**config.mk**
```make
export PLATFORM = sky130hd
export DESIGN_NAME = paddle_bank
export DESIGN_NICKNAME = d
export VERILOG_FILES = /design/src/rtl/paddle_bank_pkg.sv /design/src/rtl/paddle_bank_channel.sv /design/src/rtl/paddle_bank.sv
export SDC_FILE = /design/constraint.sdc
export NUM_CORES = 1
export LEC_CHECK = 0
export CAP_MARGIN = 20
export CELL_PAD_IN_SITES_DETAIL_PLACEMENT = 1
export CELL_PAD_IN_SITES_GLOBAL_PLACEMENT = 2
export CORE_ASPECT_RATIO = 1.5
export CORE_MARGIN = 3
export CORE_UTILIZATION = 39
export CTS_BUF_LIST = sky130_fd_sc_hd__clkbuf_8
export DETAILED_ROUTE_END_ITERATION = 7
export PLACE_DENSITY_LB_ADDON = 0.1
export SLEW_MARGIN = 10
export SYNTH_ARGS = -nofsm -noshare
export SYNTH_HDL_FRONTEND = slang
export SYNTH_HIERARCHICAL = 1
export SYNTH_SLANG_ARGS = --single-unit
```
**constraint.sdc**
```tcl
create_clock -name clk -period 6.8 [get_ports clk]
set_input_delay 1.36 -clock clk [delete_from_list [all_inputs] [get_ports clk]]
set_output_delay 1.36 -clock clk [all_outputs]
set_load 0.1 [all_outputs]
```
**src/rtl/paddle_bank_pkg.sv**
```systemverilog
// Shared types and constants for the paddle bank.
// Optional feature macro: PADDLE_ACCEL_EN (accelerating auto-repeat step).
package paddle_pkg;

  typedef enum logic [1:0] {
    DIR_NONE,
    DIR_L,
    DIR_R
  } dir_e;

  localparam int ACCEL_MAX_SHIFT = 2;
  localparam int ACCEL_GROUP     = 4;

  // pend is signed and one bit wider than a position.
  function automatic int pend_width(input int pos_w);
    return pos_w + 1;
  endfunction

endpackage

```
**src/rtl/paddle_bank_channel.sv**
```systemverilog
// One paddle channel: request accumulation, auto-repeat and frame-tick commit.
// Optional feature macro: PADDLE_ACCEL_EN (repeat step grows every 4 repeats).
module paddle_channel
  import paddle_pkg::*;
#(
  parameter int POS_W      = 10,
  parameter int POS_MIN    = 0,
  parameter int POS_MAX    = 540,
  parameter int POS_INIT   = 270,
  parameter int STEP       = 8,
  parameter int REPEAT_DLY = 25_000_000,
  parameter int REPEAT_PER = 5_000_000
) (
  input  logic             clk,
  input  logic             rst,
  input  logic             frame_tick,
  input  logic             freeze,
  input  logic             key_l_flag,
  input  logic             key_r_flag,
  input  logic             key_l_hold,
  input  logic             key_r_hold,
  output logic [POS_W-1:0] pos,
  output logic             moved,
  output logic             at_min,
  output logic             at_max
);

  localparam int PEND_W  = pend_width(POS_W);
  localparam int SUM_W   = PEND_W + 1;
  localparam int CNT_MAX = (REPEAT_DLY > REPEAT_PER) ? REPEAT_DLY : REPEAT_PER;
  localparam int CNT_W   = (CNT_MAX > 1) ? $clog2(CNT_MAX) : 1;

  localparam logic [CNT_W-1:0]        DLY_LAST = CNT_W'(REPEAT_DLY - 1);
  localparam logic [CNT_W-1:0]        PER_LAST = CNT_W'(REPEAT_PER - 1);
  localparam logic signed [SUM_W-1:0] STEP_S   = SUM_W'(STEP);
  localparam logic signed [SUM_W-1:0] RANGE_S  = SUM_W'(POS_MAX - POS_MIN);
  localparam logic signed [SUM_W-1:0] MIN_S    = SUM_W'(POS_MIN);
  localparam logic signed [SUM_W-1:0] MAX_S    = SUM_W'(POS_MAX);

  logic signed [PEND_W-1:0] pend, pend_next;
  logic [CNT_W-1:0]         rep_cnt, cnt_eff, rep_cnt_next;
  logic                     rep_phase, phase_eff, rep_phase_next;
  logic                     rep_fire, same_run;
  dir_e                     rep_dir, hold_dir;
  logic signed [SUM_W-1:0]  step_rep, req, pend_base, pend_sum, pos_sum;
  logic [POS_W-1:0]         pos_next;

`ifdef PADDLE_ACCEL_EN
  localparam int ACC_SAT = ACCEL_GROUP * ACCEL_MAX_SHIFT;
  localparam int ACC_W   = $clog2(ACC_SAT + 1);
  logic [ACC_W-1:0] acc_cnt, acc_eff, acc_next;
`endif

  always_comb begin
    hold_dir = DIR_NONE;
    if (key_l_hold && !key_r_hold)      hold_dir = DIR_L;
    else if (key_r_hold && !key_l_hold) hold_dir = DIR_R;

    // A direction change restarts the hold as if from idle.
    same_run  = (hold_dir != DIR_NONE) && (hold_dir == rep_dir);
    cnt_eff   = same_run ? rep_cnt : '0;
    phase_eff = same_run && rep_phase;
    rep_fire  = (hold_dir != DIR_NONE) &&
                (phase_eff ? (cnt_eff == PER_LAST) : (cnt_eff == DLY_LAST));
    rep_cnt_next   = (hold_dir == DIR_NONE || rep_fire) ? '0 : cnt_eff + CNT_W'(1);
    rep_phase_next = (hold_dir != DIR_NONE) && (phase_eff || rep_fire);

`ifdef PADDLE_ACCEL_EN
    acc_eff  = same_run ? acc_cnt : '0;
    step_rep = STEP_S << (acc_eff / ACC_W'(ACCEL_GROUP));
    acc_next = acc_eff;
    if (hold_dir == DIR_NONE)                   acc_next = '0;
    else if (rep_fire && acc_eff != ACC_W'(ACC_SAT)) acc_next = acc_eff + ACC_W'(1);
`else
    step_rep = STEP_S;
`endif

    req = '0;
    if (key_l_flag && !key_r_flag)      req = -STEP_S;
    else if (key_r_flag && !key_l_flag) req = STEP_S;
    if (rep_fire) req = (hold_dir == DIR_L) ? req - step_rep : req + step_rep;
    if (freeze)   req = '0;

    // On a tick the old pend is committed, so only this cycle's request remains.
    pend_base = frame_tick ? '0 : SUM_W'(pend);
    pend_sum  = pend_base + req;
    if (pend_sum > RANGE_S)       pend_next = PEND_W'(RANGE_S);
    else if (pend_sum < -RANGE_S) pend_next = PEND_W'(-RANGE_S);
    else                          pend_next = PEND_W'(pend_sum);

    pos_sum = $signed(SUM_W'(pos)) + SUM_W'(pend);
    if (pos_sum < MIN_S)      pos_next = POS_W'(MIN_S);
    else if (pos_sum > MAX_S) pos_next = POS_W'(MAX_S);
    else                      pos_next = POS_W'(pos_sum);
  end

  always_ff @(posedge clk) begin
    if (rst) begin
      pos       <= POS_W'(POS_INIT);
      pend      <= '0;
      rep_cnt   <= '0;
      rep_phase <= 1'b0;
      rep_dir   <= DIR_NONE;
      moved     <= 1'b0;
    end else if (freeze) begin
      pend      <= '0;
      rep_cnt   <= '0;
      rep_phase <= 1'b0;
      rep_dir   <= DIR_NONE;
      moved     <= 1'b0;
    end else begin
      pend      <= pend_next;
      rep_cnt   <= rep_cnt_next;
      rep_phase <= rep_phase_next;
      rep_dir   <= hold_dir;
      moved     <= frame_tick && (pos_next != pos);
      if (frame_tick) pos <= pos_next;
    end
  end

`ifdef PADDLE_ACCEL_EN
  always_ff @(posedge clk) begin
    if (rst || freeze) acc_cnt <= '0;
    else               acc_cnt <= acc_next;
  end
`endif

  assign at_min = (pos == POS_W'(POS_MIN));
  assign at_max = (pos == POS_W'(POS_MAX));

endmodule

```
**src/rtl/paddle_bank.sv**
```systemverilog
// Bank of N independent paddle channels with frame-synchronous position commit.
// Optional feature macro: PADDLE_ACCEL_EN (accelerating auto-repeat step).
module paddle_bank
  import paddle_pkg::*;
#(
  parameter int N_PLAYERS  = 2,
  parameter int POS_W      = 10,
  parameter int POS_MIN    = 0,
  parameter int POS_MAX    = 540,
  parameter int POS_INIT   = 270,
  parameter int STEP       = 8,
  parameter int REPEAT_DLY = 25_000_000,
  parameter int REPEAT_PER = 5_000_000
) (
  input  logic                       clk,
  input  logic                       rst,
  input  logic                       frame_tick,
  input  logic                       freeze,
  input  logic [N_PLAYERS-1:0]       key_l_flag,
  input  logic [N_PLAYERS-1:0]       key_r_flag,
  input  logic [N_PLAYERS-1:0]       key_l_hold,
  input  logic [N_PLAYERS-1:0]       key_r_hold,
  output logic [N_PLAYERS*POS_W-1:0] pos,
  output logic [N_PLAYERS-1:0]       moved,
  output logic [N_PLAYERS-1:0]       at_min,
  output logic [N_PLAYERS-1:0]       at_max
);

  for (genvar i = 0; i < N_PLAYERS; i++) begin : g_ch
    paddle_channel #(
      .POS_W      (POS_W),
      .POS_MIN    (POS_MIN),
      .POS_MAX    (POS_MAX),
      .POS_INIT   (POS_INIT),
      .STEP       (STEP),
      .REPEAT_DLY (REPEAT_DLY),
      .REPEAT_PER (REPEAT_PER)
    ) u_ch (
      .clk        (clk),
      .rst        (rst),
      .frame_tick (frame_tick),
      .freeze     (freeze),
      .key_l_flag (key_l_flag[i]),
      .key_r_flag (key_r_flag[i]),
      .key_l_hold (key_l_hold[i]),
      .key_r_hold (key_r_hold[i]),
      .pos        (pos[i*POS_W +: POS_W]),
      .moved      (moved[i]),
      .at_min     (at_min[i]),
      .at_max     (at_max[i])
    );
  end

endmodule

```
## After elaboration in Yosys (flattened, before gate mapping)

Index checks and enable logic that the tools add are counted.

| operators by class | value |
|---|---|
| add/sub/neg operators | 10 |
| magnitude comparators | 8 |
| equality and inequality tests | 12 |
| multiplexer cells | 28 |
| bitwise gates (word level) | 1 |
| reductions and logical operators | 44 |

Operators with widths:

| cell | number |
|---|---|
| $mux W12 | 10 |
| $mux W10 | 6 |
| $add A25 B1 Y25 const B | 2 |
| $eq A25 B23 Y1 const B | 2 |
| $eq A25 B25 Y1 const B | 2 |
| $mux W25 | 2 |
| $gt A12 B11 Y1 const B | 4 |
| $add A11 B11 Y12 | 2 |
| $add A12 B12 Y12 | 2 |
| $add A12 B5 Y12 const B | 2 |
| $lt A12 B1 Y1 const B | 2 |
| $lt A12 B11 Y1 const B | 2 |
| $sub A12 B5 Y12 const B | 2 |
| $mux W11 | 2 |
| $eq A10 B10 Y1 const B | 2 |
| $logic_not A10 Y1 | 2 |
| $ne A10 B10 Y1 | 2 |
| $logic_and A1 B1 Y1 | 18 |
| $reduce_or A3 Y1 | 4 |
| $logic_not A1 Y1 | 8 |
| $mux W2 | 4 |
| $mux W4 | 2 |
| $reduce_or A4 Y1 | 2 |
| $eq A2 B1 Y1 const B | 2 |
| other kinds (8) | 15 |

| word-level totals | value |
|---|---|
| bits in registers | 100 |
| input bits | 12 |
| word-level logic and storage cells | 119 |

## Depth between registers and ports, before layout

Gate-level depths: netlist of the first run.

| depth | value |
|---|---|
| depth after elaboration | 16 |
| depth in mapped cells | 23 |

## Cells and area by module

The synthesis of the first run kept the hierarchy.

By module, submodules not included:

| module | times used | cells each | area an instance (sq um) |
|---|---|---|---|
| paddle_channel (g_ch[0].u_ch) | 1 | 436 | 3,708.6 |
| paddle_channel (g_ch[1].u_ch) | 1 | 418 | 3,473.3 |

## Worst setup path after synthesis of the first run

OpenSTA, ideal clock, no wires.

| timing path | value |
|---|---|
| kind | input to register |
| from | input key_l_hold[0] |
| to | register g_ch[0].u_ch.pend[0] |
| setup time | 0.087 ns |
| data arrival time | 5.881 ns |
| data required time | 6.713 ns |
| path slack | 0.832 ns |
| stages | 20 |
| cells stage by stage | inv_1 ha_1 xor2_1 nor3_2 buf_2 and2_1 ha_1 nand4_2 nor4_2 nand2b_1 a21oi_1 ha_1 a21o_1 a21o_1 a21o_1 a2111oi_0 nor3_1 a211o_1 a21o_1 nor4b_2 |

| between the ends | value |
|---|---|
| cells in the longest elaborated chain, start to end | 15 |
| elaborated cells on any way between the ends | 22 |
| classes of those cells | add/sub: 1; order compare: 2; eq/ne: 4; mux: 7; reduce/logical: 8 |

Ends and longest elaborated chain:

| item | RTL line | source |
|---|---|---|
| from (decl) | paddle_bank.sv:21 | `input logic [N_PLAYERS-1:0] key_l_hold,` |
| $logic_not A1 Y1 | paddle_bank_channel.sv:57 | `else if (key_r_hold && !key_l_hold) hold_dir = DIR_R;` |
| $logic_and A1 B1 Y1 | paddle_bank_channel.sv:57 |  |
| $mux W2 | paddle_bank_channel.sv:57 |  |
| $mux W2 (*) | paddle_bank_channel.sv:56 | `if (key_l_hold && !key_r_hold) hold_dir = DIR_L;` |
| named net g_ch[0].u_ch.hold_dir[1] | paddle_bank_channel.sv:44 | `dir_e rep_dir, hold_dir;` |
| $eq A2 B2 Y1 or $reduce_bool A2 Y1 (tied branches) | paddle_bank_channel.sv:60, paddle_bank_channel.sv:63 |  |
| $logic_and A1 B1 Y1 | paddle_bank_channel.sv:60 | `same_run = (hold_dir != DIR_NONE) && (hold_dir == rep_dir);` |
| $mux W25 | paddle_bank_channel.sv:61 | `cnt_eff = same_run ? rep_cnt : '0;` |
| $eq A25 B25 Y1 or $eq A25 B23 Y1 (tied branches) | paddle_bank_channel.sv:64 | `(phase_eff ? (cnt_eff == PER_LAST) : (cnt_eff == DLY_LAST));` |
| $mux W1 | paddle_bank_channel.sv:64 |  |
| $logic_and A1 B1 Y1 | paddle_bank_channel.sv:63 | `rep_fire = (hold_dir != DIR_NONE) &&` |
| $mux W12 (*) | paddle_bank_channel.sv:81 | `if (rep_fire) req = (hold_dir == DIR_L) ? req - step_rep : req + step_rep;` |
| $mux W12 (*) | paddle_bank_channel.sv:82 | `if (freeze) req = '0;` |
| $add A12 B12 Y12 (*) | paddle_bank_channel.sv:86 | `pend_sum = pend_base + req;` |
| $lt A12 B11 Y1 or $gt A12 B11 Y1 (tied branches) | paddle_bank_channel.sv:88, paddle_bank_channel.sv:87 |  |
| $reduce_or A4 Y1 (no source line) | -- |  |
| to (signal assigned) | paddle_bank_channel.sv:112 | `pend <= pend_next;` |
| to (decl) | paddle_bank_channel.sv:40 | `logic signed [PEND_W-1:0] pend, pend_next;` |

Mark *: on every way through the listed nets, which the timed path passes. The rest lies on a longest branch.
A chain may end at the register's enable or synchronous reset.

## Final worst setup path of the first run

| timing path | value |
|---|---|
| from | input key_l_hold[1] |
| to | register g_ch[1].u_ch.pend[5] |

| between the ends | value |
|---|---|
| cells in the longest elaborated chain, start to end | 15 |
| elaborated cells on any way between the ends | 23 |
| classes of those cells | add/sub: 1; order compare: 2; eq/ne: 4; mux: 8; reduce/logical: 8 |

Ends and longest elaborated chain:

| item | RTL line |
|---|---|
| $logic_not A1 Y1 | paddle_bank_channel.sv:57 |
| $logic_and A1 B1 Y1 | paddle_bank_channel.sv:57 |
| $mux W2 | paddle_bank_channel.sv:57 |
| $mux W2 (*) | paddle_bank_channel.sv:56 |
| named net g_ch[1].u_ch.hold_dir[1] | paddle_bank_channel.sv:44 |
| $eq A2 B2 Y1 or $reduce_bool A2 Y1 (tied branches) | paddle_bank_channel.sv:60, paddle_bank_channel.sv:63 |
| $logic_and A1 B1 Y1 | paddle_bank_channel.sv:60 |
| $mux W25 | paddle_bank_channel.sv:61 |
| $eq A25 B25 Y1 or $eq A25 B23 Y1 (tied branches) | paddle_bank_channel.sv:64 |
| $mux W1 | paddle_bank_channel.sv:64 |
| $logic_and A1 B1 Y1 | paddle_bank_channel.sv:63 |
| $mux W12 (*) | paddle_bank_channel.sv:81 |
| $mux W12 (*) | paddle_bank_channel.sv:82 |
| $add A12 B12 Y12 (*) | paddle_bank_channel.sv:86 |
| $gt A12 B11 Y1 or $lt A12 B11 Y1 (tied branches) | paddle_bank_channel.sv:87, paddle_bank_channel.sv:88 |
| $reduce_or A3 Y1 (no source line) or $mux W11 (tied branches) | -- |
| to (signal assigned) | paddle_bank_channel.sv:112 |
| to (decl) | paddle_bank_channel.sv:40 |

Marked as above.

==> run metrics, run 1 <==
Min-Delay Path Class flop to flop; placed cell areas 0.007764 sq mm; Synth Instances ~850; drc violations 0; Slew Limit Fails 0; total CTS buffers 9; fin util around 44%; Reg power frac between 40% and 50%; htree depth 3; Hold Slack ~0.5 ns; EDFF count, synth 0; max_slew headroom between 30% and 40%; gr usage total about a fifth; die footprint a little over 0.02 sq mm; busiest layer in global routing met2; Worst Hold Depth 2; non-filler cells, final ~1100; Area growth syn-to-layout 10.80%; initial antenna violation count 0; Clock power frac 29.4%; RSZ-0062 raised after global routing false; nets@finish roughly 960; Reg2Reg Setup Slack 1.94 ns; final wirelength about 20 mm; # hold bufs at CTS 0; Max Cap Viol 0; worst skew pair latency between 0.3 and 0.4 ns; worst setup margin 0.6239 ns; pre-CTS setup slack 0.2067 ns; Horiz. Die Dim 116.8 um; Detail Placement HPWL 15.60 mm; critical path cell sequence clkdlybuf4s50_1 -> inv_1 -> ha_1 -> xor2_1 -> nor3_1 -> buf_4 -> and2_1 -> ha_1 -> nand3_1 -> a2111oi_4 -> xnor2_1 -> nor2_1 -> ha_1 -> inv_1 -> fa_1 -> nor2b_1 -> o21ai_0 -> a21oi_1 -> nor2_1 -> or4_1 -> a21oi_1 -> inv_1 -> a21oi_2 -> a21boi_0; met3 Track Usage GR 2.871%; first-pass GRT wire length between 30 and 40 mm; CP Class primary input to flop; Reg-to-Reg Start g_ch[1].u_ch/rep_cnt[12]$_SDFF_PP0_; VDD IR max roughly 0.12 mV; Comb power frac a little under a quarter; GRT overflow 0; WL/cell ~18 um; fin crit period 6.176 ns; sw frac 34.58%; min-delay src g_ch[0].u_ch/pend[0]$_SDFF_PP0_; CTS tree done; share of layout cells above drive strength 1 roughly 7.5%; CP top delay family simple AND/OR/NAND/NOR gates; Initial DRC Count 176; # Post-CTS Setup Buffers 0; Worst Path Arrival 6.48 ns; Port Buf Inserts 37; ys async rst share 0%; Seq/Total Area, Yosys approximately 28%; pwr dens about 170 mW/mm^2; post-route cell area approximately 0.008 sq mm; Fin Setup TNS 0 ns; Net Sw Power 0.4541 mW; global routing usage on met1 roughly 23%; #FFs+latches synth 100; Final Total Pwr approximately 1.3 mW; drt first pass iters 4; Die Height roughly 170 um; CP Max Fanout 8; Worst Tran Pin Value 0.9835 ns; # fillers between 2000 and 2500; FP Rows 60; internal power around 0.86 mW; clk sinks 100; n_diodes 0; Reg2Reg Depth 17; crit path buf inv count 5; Longest Clk Path Bufs 2; Setup Skew 0.01640 ns; reg2reg end g_ch[1].u_ch/pend[5]$_SDFF_PP0_; Leak just over 3 nW; Root Buffer clkbuf_8; Yosys cell types 95; Primary FF master, synth dfxtp_1; Worst Hold Path EP g_ch[0].u_ch/pend[0]$_SDFF_PP0_; post-cts resize count 0; Post-Synthesis Cell Area slightly above 0.007 sq mm; slowest stage delay, CP ~0.51 ns; fmax 161.9 MHz; clock slew at reported path FFs approximately 0.10 ns; Hold Vio Cnt, Final 0; fin crit share between 90% and 100%; slowest cell on the critical path clkdlybuf4s50_1; endpoint type of the worst setup path flop; YS warnings 6; vias after detailed routing 6286; num ports 38; largest net degree at the start of global routing 26; total core area around 0.018 sq mm; setup violators final 0; antenna-violating nets left 0; CP Launch Type primary input; synthesized area per cell approximately 8.4 sq um; GR Util met2 between 30% and 40%; routability cong. ~0.83; Via-to-Cell Ratio between 5 and 6; dpl cells approximately 1100; Crit path depth 24; status finished clean; starting density of the core 39.86%; Req. time, crit path between 7 and 8 ns; Syn Nets a little over 900; number of global-route vias before repair approximately 6600
worst reg2reg max path, cell delays in order, from the launching register on:
cell,delay (ns)
dfxtp_1,0.37
or4b_1,0.54
or4b_4,0.55
a2111oi_4,0.57
xnor2_1,0.13
nor2_1,0.14
ha_1,0.20
inv_1,0.06
fa_1,0.40
nor2b_1,0.14
o21ai_0,0.10
a21oi_1,0.26
nor2_1,0.13
or4_1,0.49
a21oi_1,0.16
inv_1,0.08
a21oi_2,0.25
a21boi_0,0.22
sequential cells by signal, summed over array words and instances, names as in the netlist:
name                 flops
g_ch.u_ch/rep_dir        4
g_ch.u_ch/rep_phase      2
g_ch.u_ch/pos           20
g_ch.u_ch/pend          22
g_ch.u_ch/moved          2
g_ch.u_ch/rep_cnt       50
cell usage after synthesis, types with 14 or more instances:
cell      number  area [sq um]
nand2b_1      14         87.58
inv_1         43         161.4
fa_1          14         280.3
nor2b_1       25         156.4
ha_1          46         575.6
and2_1        15         93.84
nand2_1       61         229.0
nor2_1       106         397.9
dfxtp_1      100          2002
a21oi_1       56         280.3
xnor2_1       29         254.0
nand3_1       24         120.1
nor3_1        19         95.09
o21ai_0       21         105.1
xor2_1        47         411.6
nand4_1       16         100.1
layout make-up:
type                            instances  area [sq um]  area share [%]
Inverter                               43         161.4           2.028
Timing Repair Buffer                   44         422.9           5.314
Sequential cell                       100          2002           25.16
Tap cell                              217         271.5           3.412
Clock buffer                           10         137.6           1.730
Clock inverter                          6         56.30          0.7075
Multi-Input combinational cell        689          4906           61.65
cell usage in the layout (no fill, tap or decap), types with 6 or more instances in the layout:
cell type,Yosys,final
buf_4,2,7
nor3_1,19,19
fa_1,14,14
and2_1,15,15
a21o_1,13,13
nor4_1,10,10
o21ai_0,21,21
nor4b_1,6,6
nor2_1,106,106
and3_1,8,8
a211o_1,8,8
nand3_1,24,24
inv_1,43,43
xor2_1,47,47
nand2_1,61,61
ha_1,46,46
nor2b_1,25,25
clkbuf_8,1,10
clkdlybuf4s50_1,0,37
a21oi_1,56,56
dfxtp_1,100,100
o21a_1,13,13
xnor2_1,29,29
nand2b_1,14,14
a211oi_1,9,9
nand4_1,16,16
kinds of logic (layout without fill, tap and decap cells):
kind of cell	count (synthesis)	count (layout)	share of synthesized area, %
AND/OR/NAND/NOR	361	361	27.16
flip-flops	100	100	27.87
adder cells (fa/ha/maj)	60	60	11.92
XOR/XNOR	80	80	10.26
buffers and inverters	65	103	3.815
multiplexers	4	4	0.5749
AO/OA/AOI/OAI	184	184	18.40
power groups by stage:
stage	Clock [mW]	Sequential, mW	Combinational (mW)
after floorplan	0	0.668	0.190
after global placement	0	0.631	0.303
after detailed placement	0	0.631	0.311
after CTS	0.407	0.618	0.313
after global routing	0.433	0.620	0.342
final	0.386	0.617	0.310
layer usage:
metal / up-vias / share of wire [%] / wire [um]
met5: - / 0 / 0
met2: 63 / 54 / 10610
met1: 3088 / 42 / 8334
li1: 3105 / - / -
met3: 30 / 1.6 / 318
met4: 0 / 2.4 / 479
how the worst max path moves through the flow:
stage	start	end
3_3_place_gp	key_l_hold[1]	g_ch[1].u_ch/pend[0]$_SDFF_PP0_
4_1_cts	key_l_hold[0]	g_ch[0].u_ch/pend[1]$_SDFF_PP0_
2_1_floorplan	key_l_hold[0]	g_ch[0].u_ch/pend[0]$_SDFF_PP0_
5_1_grt	key_l_hold[1]	g_ch[1].u_ch/pend[5]$_SDFF_PP0_
3_5_place_dp	key_l_hold[0]	g_ch[0].u_ch/pend[1]$_SDFF_PP0_
6_report	key_l_hold[1]	g_ch[1].u_ch/pend[5]$_SDFF_PP0_
No activity file was read; power rests on OpenSTA's default activity.
==> run 2, diff against run 1 <==
PLACE_DENSITY = 0.93   (was not set)
PLACE_DENSITY_LB_ADDON = not set   (was 0.1)
==> run metrics, run 2 (synthesis gave the netlist of run 1 again) <==
post-route cell area 0.007926 sq mm (-0.39%); GR Util met2 37.63% (-0.17 points); dpl cells 1092 (-0.091%); Min-Delay Path Class flop to flop; die footprint 0.02011 sq mm (unchanged); slowest stage delay, CP 0.53 ns (+0.02 ns); Worst Tran Pin Value 1.006 ns (+0.02265 ns); largest net degree at the start of global routing 26 (unchanged); routability cong. 0.8459 (+2.4%); number of global-route vias before repair 6620 (+0.030%); Die Height 172.2 um (unchanged); antenna-violating nets left 0 (unchanged); vias after detailed routing 6310 (+0.38%); Area growth syn-to-layout 10.37%; share of layout cells above drive strength 1 7.295% (-0.22 points); Initial DRC Count 197 (+12%); critical path cell sequence clkdlybuf4s50_1 -> inv_1 -> ha_1 -> xor2_1 -> nor3_1 -> and2_1 -> ha_1 -> nand3_1 -> a2111oi_4 -> or2b_2 -> a21oi_1 -> ha_1 -> a21o_1 -> a21oi_1 -> o221ai_1 -> xor2_1 -> or4_1 -> a21oi_1 -> inv_1 -> a21oi_2 -> and4b_1; Req. time, crit path 7.14 ns (+0.03 ns); initial antenna violation count 0 (unchanged); CP Max Fanout 8 (unchanged); VDD IR max 0.08841 mV (-25%); RSZ-0062 raised after global routing false; total CTS buffers 9 (unchanged); clk sinks 100 (unchanged); busiest layer in global routing met2; CP Launch Type primary input; Reg2Reg Setup Slack 1.91 ns (-0.03 ns); max_slew headroom 32.41% (-1.8 points); htree depth 3 (unchanged); Via-to-Cell Ratio 5.695 (+0.47%); Longest Clk Path Bufs 2 (unchanged); commonest non-fill, non-tap cell in the layout nor2_1; fin crit share 90.57% (-0.25 points); nets@finish 958 (-0.10%); Largest register FFs 50 (unchanged); WL/cell 16.90 um (-5.1%); setup violators final 0 (unchanged); Max Cap Viol 0 (unchanged); Worst Path Arrival 6.50 ns (+0.02 ns); endpoint type of the worst setup path flop; n_diodes 0 (unchanged); total core area 0.01802 sq mm (unchanged); Port Buf Inserts 37 (unchanged); Slew Limit Fails 0 (unchanged); met3 Track Usage GR 2.731% (-0.14 points); Detail Placement HPWL 14.61 mm (-6.4%); Top reg by flops g_ch.u_ch/rep_cnt; status finished clean; final wirelength 18.72 mm (-5.2%); slowest cell on the critical path or4_1; first-pass GRT wire length 32.28 mm (-0.95%); Root Buffer clkbuf_8; non-filler cells, final 1108 (-0.090%); FP Rows 60 (unchanged); # fillers 2158 (-0.37%); placed cell areas 0.007756 sq mm (about the same); global routing usage on met1 21.90% (-1.2 points); GRT overflow 0 (unchanged); Fin Setup TNS 0 ns (unchanged); fmax 162.4 MHz (+0.28%); Setup Skew 0.01202 ns (-0.004377 ns); drc violations 0 (unchanged); # Post-CTS Setup Buffers 0 (unchanged); most frequent cells in the layout 106 x nor2_1, 100 x dfxtp_1, 61 x nand2_1; fin crit period 6.159 ns (-0.01734 ns); num ports 38 (unchanged); Leak 3.069 nW (-0.63%); CTS tree done; Largest regs g_ch.u_ch/rep_cnt: 50 flops, g_ch.u_ch/pend: 22 flops, g_ch.u_ch/pos: 20 flops; pwr dens 161.6 mW/mm^2 (-2.1%); gr usage total 19.80% (-0.48 points); Hold Vio Cnt, Final 0 (unchanged); drt first pass iters 4 (unchanged); clock slew at reported path FFs 0.10 ns (about the same); Hold Slack 0.5180 ns (+0.007360 ns); starting density of the core 39.86% (unchanged); CP Class primary input to flop; worst skew pair latency 0.40 ns (about the same); Horiz. Die Dim 116.8 um (unchanged)
==> run 2: final timing paths <==
check	from	endpoint	cells past startpoint
worst max-delay path	key_l_hold[1]	g_ch[1].u_ch/pend[0]$_SDFF_PP0_	21
worst min-delay path	g_ch[0].u_ch/pend[0]$_SDFF_PP0_	g_ch[0].u_ch/pend[0]$_SDFF_PP0_	2
worst max register to register	g_ch[1].u_ch/rep_cnt[12]$_SDFF_PP0_	g_ch[1].u_ch/pend[0]$_SDFF_PP0_	15
worst min register to register	g_ch[0].u_ch/pend[0]$_SDFF_PP0_	g_ch[0].u_ch/pend[0]$_SDFF_PP0_	2
==> run 2: area by class of cell <==
class	instances	area, sq um	area share [%]
clock buffer	9	123.9	1.563
clock inverter	7	45.04	0.5683
inverter	43	161.4	2.036
multi-input combinational	689	4907	61.91
sequential	100	2002	25.26
tap	217	271.5	3.425
timing repair buffer	43	415.4	5.241
==> run 2: per-stage QoR <==
step / setup WS (ns) / total power, mW / util, %
after floorplan: 0.8316 / 0.8580 / -
after global placement: 0.3300 / 0.9297 / 43.05
after detailed placement: 0.1457 / 0.9355 / 43.05
after CTS: 0.5438 / 1.301 / 43.99
after global routing: 0.09695 / 1.358 / 43.99
final: 0.6412 / 1.281 / 43.99
==> run 2: report_power, final <==
part	switching (mW)	internal, mW	total (mW)
combinational	0.198	0.109	0.306
sequential	0.0174	0.598	0.615
clock	0.228	0.131	0.359
total	0.443	0.838	1.28
==> run 2: timing repair <==
item | 4_1_cts | 5_1_grt
resized for setup | 0 | 1
setup endpoints to repair | 0 | 1
hold buffers | 0 | 0
==> run 2: routing by layer <==
layer,part of all wire (%),vias to the layer above
met5,0,-
met4,2.3,0
met3,1.7,30
met2,55,67
met1,41,3107
li1,-,3106
==> run 2: worst max-delay path: cells and delay by family <==
family                   cells  cell delay [ns]
buffers and inverters        3             0.63
AND/OR/NAND/NOR              6             1.75
adder cells (fa/ha/maj)      3             0.80
XOR/XNOR                     2             0.38
AO/OA/AOI/OAI                7             1.57
==> run 3, diff against run 2 <==
CAP_MARGIN = 40   (was 20)
==> run metrics, run 3 (synthesis gave the netlist of run 1 again) <==
status finished clean; crit path buf inv count 3 (unchanged); drt first pass iters 4 (unchanged); number of global-route vias before repair 6861 (+3.6%); Hold Vio Cnt, Final 0 (unchanged); GRT overflow 0 (unchanged); setup violators final 0 (unchanged); CP top delay family simple AND/OR/NAND/NOR gates; Worst Path Arrival 6.51 ns (about the same); Max Cap Viol 0 (unchanged); clk sinks 100 (unchanged); die footprint 0.02011 sq mm (unchanged); drc violations 0 (unchanged); most frequent cells in the layout 106 x nor2_1, 100 x dfxtp_1, 61 x nand2_1; Detail Placement HPWL 14.98 mm (+2.6%); Fin Setup TNS 0 ns (unchanged); CP Max Fanout 8 (unchanged); FP Rows 60 (unchanged); starting density of the core 39.86% (unchanged); clock slew at reported path FFs 0.11 ns (about the same); n_diodes 0 (unchanged); routability cong. 0.8459 (unchanged); Leak 3.307 nW (+7.8%); Area growth syn-to-layout 17.07%; Port Buf Inserts 37 (unchanged); Largest register FFs 50 (unchanged); critical path cell sequence clkdlybuf4s50_1 -> inv_1 -> ha_1 -> xor2_1 -> nor3_1 -> and2_1 -> ha_1 -> nand3_1 -> a2111oi_4 -> or2b_2 -> a21oi_1 -> ha_1 -> a21o_1 -> a21oi_1 -> o221ai_1 -> xor2_1 -> or4_1 -> a21oi_1 -> inv_1 -> a21oi_2 -> and4b_1; Req. time, crit path 7.14 ns (about the same); fmax 162.0 MHz (-0.25%); Via-to-Cell Ratio 5.656 (-0.68%); slowest cell on the critical path or4_1; fin crit share 90.79% (+0.22 points); nets@finish 987 (+3.0%); Worst Tran Pin Value 0.8100 ns (-0.1961 ns); Longest Clk Path Bufs 2 (unchanged); final wirelength 19.04 mm (+1.7%); Root Buffer clkbuf_8; # Post-CTS Setup Buffers 0 (unchanged); total CTS buffers 9 (unchanged); Die Height 172.2 um (unchanged); share of layout cells above drive strength 1 10.22% (+2.9 points); Setup Skew 0.01052 ns (-0.001502 ns); num ports 38 (unchanged); gr usage total 20.19% (+0.39 points); CP Class primary input to flop; first-pass GRT wire length 32.98 mm (+2.2%); worst skew pair latency 0.39 ns (about the same); worst setup margin 0.6260 ns (-0.01519 ns); CP Launch Type primary input; Largest regs g_ch.u_ch/rep_cnt: 50 flops, g_ch.u_ch/pend: 22 flops, g_ch.u_ch/pos: 20 flops; RSZ-0062 raised after global routing false; WL/cell 16.74 um (-0.92%); htree depth 3 (unchanged); pwr dens 168.1 mW/mm^2 (+4.0%); endpoint type of the worst setup path flop; Horiz. Die Dim 116.8 um (unchanged); largest net degree at the start of global routing 26 (unchanged); pre-CTS setup slack 0.1441 ns (-0.001659 ns); # fillers 2121 (-1.7%); fin crit period 6.174 ns (+0.01519 ns); vias after detailed routing 6431 (+1.9%); antenna-violating nets left 0 (unchanged); initial antenna violation count 0 (unchanged); CTS tree done; Slew Limit Fails 0 (unchanged); total core area 0.01802 sq mm (unchanged); max_slew headroom 45.83% (+13 points); Initial DRC Count 196 (-0.51%); VDD IR max 0.07988 mV (-9.7%); slowest stage delay, CP 0.53 ns (about the same); Top reg by flops g_ch.u_ch/rep_cnt; commonest non-fill, non-tap cell in the layout nor2_1; Min-Delay Path Class flop to flop
## run 3: timing repair
item,CTS,global route
endpoints found under the setup margin,0,1
hold buffers,0,0
resized for setup,0,1
## run 3: where the power goes
part	total [mW]	switching (mW)	internal, mW
clock	0.471	0.227	0.244
sequential	0.615	0.0172	0.598
combinational	0.328	0.201	0.126
## run 3: final cells by class
cell class | instances | area, sq um | area share [%]
inverter | 43 | 161.4 | 1.920
tap | 217 | 271.5 | 3.229
sequential | 100 | 2002 | 23.81
timing repair buffer | 72 | 827.0 | 9.836
clock inverter | 7 | 115.1 | 1.369
multi-input combinational | 689 | 4907 | 58.36
clock buffer | 9 | 123.9 | 1.473
## run 3: worst reg2reg max path: cells and delay by family (launching register included)
kind	cells	cell delay, ns
compound gates	7	1.76
xor+xnor	1	0.21
fa+ha+maj	1	0.35
buf+inv	1	0.08
flops	1	0.38
simple gates	5	2.11
## run 3: per-stage QoR
step	cells	cell area, sq um	hold WS, ns	utilization [%]	power, mW
2_1_floorplan	854	7182	0.4495	-	0.8580
3_3_place_gp	1092	7756	0.4793	43.05	0.9297
3_5_place_dp	1121	8168	0.5027	45.33	0.9572
4_1_cts	1137	8407	0.5271	46.66	1.434
5_1_grt	1137	8408	0.5520	46.67	1.488
6_report	1137	8408	0.5170	46.67	1.414
## run 3: path summary, 6_finish.rpt
| check | to | start | slack (ns) | cells past startpoint |
|---|---|---|---|---|
| worst max-delay path | g_ch[1].u_ch/pend[0]$_SDFF_PP0_ | key_l_hold[1] | 0.63 | 21 |
| worst min-delay path | g_ch[1].u_ch/rep_cnt[4]$_SDFF_PP0_ | g_ch[1].u_ch/rep_cnt[4]$_SDFF_PP0_ | 0.52 | 2 |
| worst max register to register | g_ch[1].u_ch/pend[0]$_SDFF_PP0_ | g_ch[1].u_ch/rep_cnt[12]$_SDFF_PP0_ | 1.86 | 15 |
| worst min register to register | g_ch[1].u_ch/rep_cnt[4]$_SDFF_PP0_ | g_ch[1].u_ch/rep_cnt[4]$_SDFF_PP0_ | 0.52 | 2 |
## run 3: per-layer routing
layer	global-route usage [%]	up-vias	wire (um)
met1	22.18	3168	7664
li1	-	3170	-
met4	7.834	0	415
met2	38.82	68	10690
met3	2.066	25	262
met5	0	-	0
